**config.mk**
```make
export PLATFORM = sky130hd
export DESIGN_NAME = sm83_irq_ctl_flat
export DESIGN_NICKNAME = d
export VERILOG_FILES = /design/src/rtl/sm83_irq_ctl_if.sv /design/src/rtl/sm83_irq_ctl.sv /design/src/flat_wrapper.sv
export SDC_FILE = /design/constraint.sdc
export NUM_CORES = 1
export LEC_CHECK = 0
export CAP_MARGIN = 5
export CORE_MARGIN = 5
export CORE_UTILIZATION = 44
export DETAILED_ROUTE_END_ITERATION = 6
export PLACE_DENSITY = 0.84
export SLEW_MARGIN = 20
export SYNTH_ARGS = -nofsm -noshare
export SYNTH_HDL_FRONTEND = slang
export SYNTH_SLANG_ARGS = --single-unit
```
**constraint.sdc**
```tcl
create_clock -name clk -period 3.4 [get_ports clk]
set_input_delay 0.68 -clock clk [delete_from_list [all_inputs] [get_ports clk]]
set_output_delay 0.68 -clock clk [all_outputs]
set_load 0.02 [all_outputs]
```
**src/rtl/sm83_irq_ctl_if.sv**
```systemverilog
// CPU-side memory-mapped bus used to reach the IF/IE registers.
// The CPU drives address, data and strobes; the controller returns registered read data.
interface sm83_irq_ctl_if #(
    parameter int WORD_SIZE = 8,
    parameter int ADR_WIDTH = 16
);
    logic [ADR_WIDTH-1:0] adr;
    logic [WORD_SIZE-1:0] din;
    logic [WORD_SIZE-1:0] dout;
    logic                 dout_oe;
    logic                 rd;
    logic                 wr;

    modport master (
        output adr, din, rd, wr,
        input  dout, dout_oe
    );

    modport slave (
        input  adr, din, rd, wr,
        output dout, dout_oe
    );
endinterface

```
**src/rtl/sm83_irq_ctl.sv**
```systemverilog
// sm83 interrupt controller: IF/IE registers, request edge latching, irq/wake, bus slave.
// Define SM83_IRQ_SYNC_EN to pass src_req through a 2-flop synchronizer.
module sm83_irq_ctl #(
    parameter int                   WORD_SIZE = 8,
    parameter int                   ADR_WIDTH = 16,
    parameter int                   NUM_SRC   = 5,
    parameter logic [ADR_WIDTH-1:0] IF_ADR    = 16'hFF0F,
    parameter logic [ADR_WIDTH-1:0] IE_ADR    = 16'hFFFF
) (
    input  logic                 clk,
    input  logic                 reset,
    sm83_irq_ctl_if.slave        bus,
    input  logic [NUM_SRC-1:0]   src_req,
    output logic [WORD_SIZE-1:0] irq,
    input  logic [WORD_SIZE-1:0] iack,
    output logic                 wake
);

    logic [NUM_SRC-1:0]   if_q;
    logic [NUM_SRC-1:0]   if_next;
    logic [WORD_SIZE-1:0] ie_q;
    logic [NUM_SRC-1:0]   req;
    logic [NUM_SRC-1:0]   prev;
    logic [NUM_SRC-1:0]   rise;
    logic [WORD_SIZE-1:0] if_rd;
    logic                 hit_if;
    logic                 hit_ie;
    logic                 unused_ok;

    assign unused_ok = ^iack;
    assign hit_if    = (bus.adr == IF_ADR);
    assign hit_ie    = (bus.adr == IE_ADR);

`ifdef SM83_IRQ_SYNC_EN
    logic [NUM_SRC-1:0] sync1;
    logic [NUM_SRC-1:0] sync2;

    always_ff @(posedge clk) begin
        if (reset) begin
            sync1 <= '0;
            sync2 <= '0;
        end else begin
            sync1 <= src_req;
            sync2 <= sync1;
        end
    end

    assign req = sync2;
`else
    assign req = src_req;
`endif

    assign rise = req & ~prev;

    // Edge set is applied last so a new request survives a same-cycle ack or clear.
    always_comb begin
        if_next = if_q;
        if (bus.wr && hit_if)
            if_next = bus.din[NUM_SRC-1:0];
        if_next = if_next & ~iack[NUM_SRC-1:0];
        if_next = if_next | rise;
    end

    always_ff @(posedge clk) begin
        if (reset) begin
            prev <= '0;
            if_q <= '0;
            ie_q <= '0;
        end else begin
            prev <= req;
            if_q <= if_next;
            if (bus.wr && hit_ie)
                ie_q <= bus.din;
        end
    end

    always_comb begin
        if_rd              = '1;
        if_rd[NUM_SRC-1:0] = if_q;
    end

    // Read data is sampled from pre-update registers.
    always_ff @(posedge clk) begin
        if (reset) begin
            bus.dout    <= '0;
            bus.dout_oe <= 1'b0;
        end else begin
            bus.dout_oe <= 1'b0;
            if (bus.rd && hit_if) begin
                bus.dout    <= if_rd;
                bus.dout_oe <= 1'b1;
            end else if (bus.rd && hit_ie) begin
                bus.dout    <= ie_q;
                bus.dout_oe <= 1'b1;
            end
        end
    end

    always_comb begin
        irq              = '0;
        irq[NUM_SRC-1:0] = if_q & ie_q[NUM_SRC-1:0];
    end

    assign wake = |irq;

endmodule

```
**src/flat_wrapper.sv**
```systemverilog
// flat-port wrapper written by rule: the top's interface ports become plain ports
module sm83_irq_ctl_flat 
#(
    parameter int                   WORD_SIZE = 8,
    parameter int                   ADR_WIDTH = 16,
    parameter int                   NUM_SRC   = 5,
    parameter logic [ADR_WIDTH-1:0] IF_ADR    = 16'hFF0F,
    parameter logic [ADR_WIDTH-1:0] IE_ADR    = 16'hFFFF
)
  (clk, reset, src_req, irq, iack, wake, bus_adr, bus_din, bus_rd, bus_wr, bus_dout, bus_dout_oe);
  sm83_irq_ctl_if #(.WORD_SIZE(WORD_SIZE), .ADR_WIDTH(ADR_WIDTH)) bus_i ();
  input  logic clk;
  input  logic reset;
  input  logic [NUM_SRC-1:0] src_req;
  output logic [WORD_SIZE-1:0] irq;
  input  logic [WORD_SIZE-1:0] iack;
  output logic wake;
  input wire logic [$bits(bus_i.adr)-1:0] bus_adr;
  input wire logic [$bits(bus_i.din)-1:0] bus_din;
  input wire logic [$bits(bus_i.rd)-1:0] bus_rd;
  input wire logic [$bits(bus_i.wr)-1:0] bus_wr;
  output wire logic [$bits(bus_i.dout)-1:0] bus_dout;
  output wire logic [$bits(bus_i.dout_oe)-1:0] bus_dout_oe;
  assign bus_i.adr = bus_adr;
  assign bus_i.din = bus_din;
  assign bus_i.rd = bus_rd;
  assign bus_i.wr = bus_wr;
  assign bus_dout = bus_i.dout;
  assign bus_dout_oe = bus_i.dout_oe;
  sm83_irq_ctl #(.WORD_SIZE(WORD_SIZE), .ADR_WIDTH(ADR_WIDTH), .NUM_SRC(NUM_SRC), .IF_ADR(IF_ADR), .IE_ADR(IE_ADR)) u_core (.clk(clk), .reset(reset), .bus(bus_i), .src_req(src_req), .irq(irq), .iack(iack), .wake(wake));
endmodule
```
==> summary.txt <==
Status: finished clean
Final worst path period need: 2.75 ns
Post-synth ARST share: 0%
Initial DRT Pass Iterations: 4
I/O pins: 59
Most frequent cell after synthesis: dfxtp_1
Worst VDD drop: 0.318 mV
Via count: 1,253
Cells taking the most area after synthesis: dfxtp_1 (43%), nand3_1 (7.1%), nand4_1 (3.9%)
Placed Cells: 218
Area growth, synth to finish: 39.3%
Final cycle utilization of the critical path: 81.0%
Fill cells: 240
Mean post-synth cell area: 8.76 um2
Max clock buf depth: 2
Die Height: 63.7 um
Crit path required time: 2.72 ns
Final setup violation count: 0
Nets@finish: 233
Total GRT Usage: 15.7%
Register-to-register setup slack: 2.47 ns
Gate Count Post-Synth: 145
Rel. slew slack: 35.7%
Hold EP: u_core.bus.dout[7]$_SDFFE_PP0P_
Top-area cell type share of the netlist area: 42.6%
Vias per cell: 5.64
Hold-fix buffers at CTS: 0
Fmax: 0.363 GHz
Sequential area share after synthesis: 42.6%
Crit end category: output port
Clk_lat worst skew: 0.33 ns
CP max stage cell: clkdlybuf4s50_1
Post-Place Worst Slack: 0.933 ns
Number of synthesized register bits: 27
Placement Rows: 19
Clock slew at reported path FFs: 0.15 ns
Yosys warns: 0
WS Path Type: reg -> out
Final Skew: 0.00656 ns
H-tree Lvls: 1
Post-DP HPWL: 2470 um
1st-iter DRT viols: 29
Total power: 0.000556 W
FF/Latch Area: 541 um2
Crit-path max FO: 4
Post-CTS Setup Inserts: 0
First-pass GRT wire length: 5190 um
Cell Area, Synth: 1270 um2
Initial antenna violation count: 0
Input/output buffers: 52
Gpl congestion: 0.807
Top_reg_cell synth: dfxtp_1
CP arrival: 2.07 ns
CTS tree: done
LEAKAGE: 0.611 nW
Synth cell types: 31
Vias in the first global route: 1,231
Post-Route WL: 3220 um
Clock Sink Count: 27
EDFF count, synth: 0
Final Max Slew Viols: 0
ANT nets after route: 0
Hold path depth: 2
Max incr delay on CP: 0.56 ns
Critical path launch point type: register
Multi-input logic area: 598 um2
Die footprint: 4060 um2
Initial Util: 46.1%
Worst R2R End: u_core.bus.dout[4]$_SDFFE_PP0P_
Drt wl/cell: 14.5 um
Fin cells: 222
Worst Hold Launch: u_core.bus.dout[7]$_SDFFE_PP0P_
Power Density: 314 nW/um2
Final worst slack: 0.646 ns
# diodes: 0
Max cap viols: 0
Core ar.: 2760 um2
Reg2reg path depth: 3
Final Hold Violating Endpoints: 0
Most common library cells after synthesis: dfxtp_1 (27), nand3_1 (18), inv_1 (12)
Fin Setup TNS: 0 ns
RSZ-0062 raised after global routing: false
CTS root buffer: clkbuf_4
Residual DRC: 0
Hold WC Path Type: reg -> reg
Largest net degree at the start of global routing: 28
Num CTS Buffers: 3
Width of the chip: 63.7 um
Worst Max-Slew Pin Slew: 0.962 ns
CP Cell Sequence: and2_1 -> or2_1 -> or4_1 -> clkdlybuf4s50_1
Post-synth top area cell: dfxtp_1
# resized after CTS: 0
Share of layout cells above drive strength 1: 4.19%
Worst r2r src: u_core.if_q[4]$_SDFF_PP0_
Remaining Overflow, GRT: 0
-- worst max-delay path: cells and delay by family (launching register included) --
family                 cells  cell delay (ns)
DFF                        1             0.36
and+or+nand+nor            3             0.83
buffers and inverters      1             0.56
-- routing by layer --
metal / share of wire, % / global-route usage, % / wire [um]
met3: 5.8 / 3.73 / 187
met5: 0 / 0 / 0
met1: 42 / 18.1 / 1350
met4: 1.4 / 7.27 / 44
met2: 51 / 27.3 / 1640
-- placed cells by master (no fill, tap or decap), types with 5 or more instances in the layout --
master           instances
clkdlybuf4s50_1         52
a32oi_1                  5
nand3_1                 18
nor2_1                   6
nand4_1                  8
dfxtp_1                 27
o21ai_0                  8
inv_1                   12
and2_1                   5
nor2b_1                  5
a21oi_1                  9
-- report_power, final --
group | internal [W] | switching, W
logic | 0.0000484 | 0.0000302
clock network | 0.0000461 | 0.0000972
registers | 0.000326 | 0.00000772
-- registers in the layout, indices dropped and copies added (netlist names) --
signal              count
u_core.bus.dout_oe      1
u_core.if_q             5
u_core.bus.dout         8
u_core.prev             5
u_core.ie_q             8
-- per-stage QoR --
step	area (um2)	utilization, %	hold slack [ns]
2_1_floorplan	1280	-	0.448
3_3_place_gp	1740	63.2	0.443
3_5_place_dp	1740	63.2	0.455
4_1_cts	1770	64.2	0.474
5_1_grt	1770	64.2	0.494
6_report	1770	64.2	0.466
-- kinds of logic (layout without fill, tap and decap cells) --
kind of cell / count (synthesis) / in the layout / synth area share [%]
AND/OR/NAND/NOR: 56 / 56 / 27.2
AO/OA/AOI/OAI: 37 / 37 / 19.0
flip-flops: 27 / 27 / 42.6
buffers and inverters: 24 / 68 / 10.9
other: 1 / 3 / 0.295
-- area by class of cell --
type	count	share of cell area, %
clock buffer	4	1.49
timing repair buffer	52	29.4
inverter	12	2.55
sequential	27	30.6
tap	31	2.19
multi-input combinational	96	33.8
-- worst max path at each step --
stage	slack, ns	to	cells after the start	start
after detailed placement	0.93	u_core.bus.dout[1]$_SDFFE_PP0P_	4	bus_adr[5]
after CTS	0.64	wake	4	u_core.if_q[2]$_SDFF_PP0_
after global routing	0.57	wake	4	u_core.if_q[2]$_SDFF_PP0_
final	0.65	wake	4	u_core.if_q[2]$_SDFF_PP0_
after floorplan	1.44	wake	3	u_core.if_q[2]$_SDFF_PP0_
after global placement	0.97	u_core.bus.dout[1]$_SDFFE_PP0P_	4	bus_adr[7]
(Power assumes the default switching activity.)
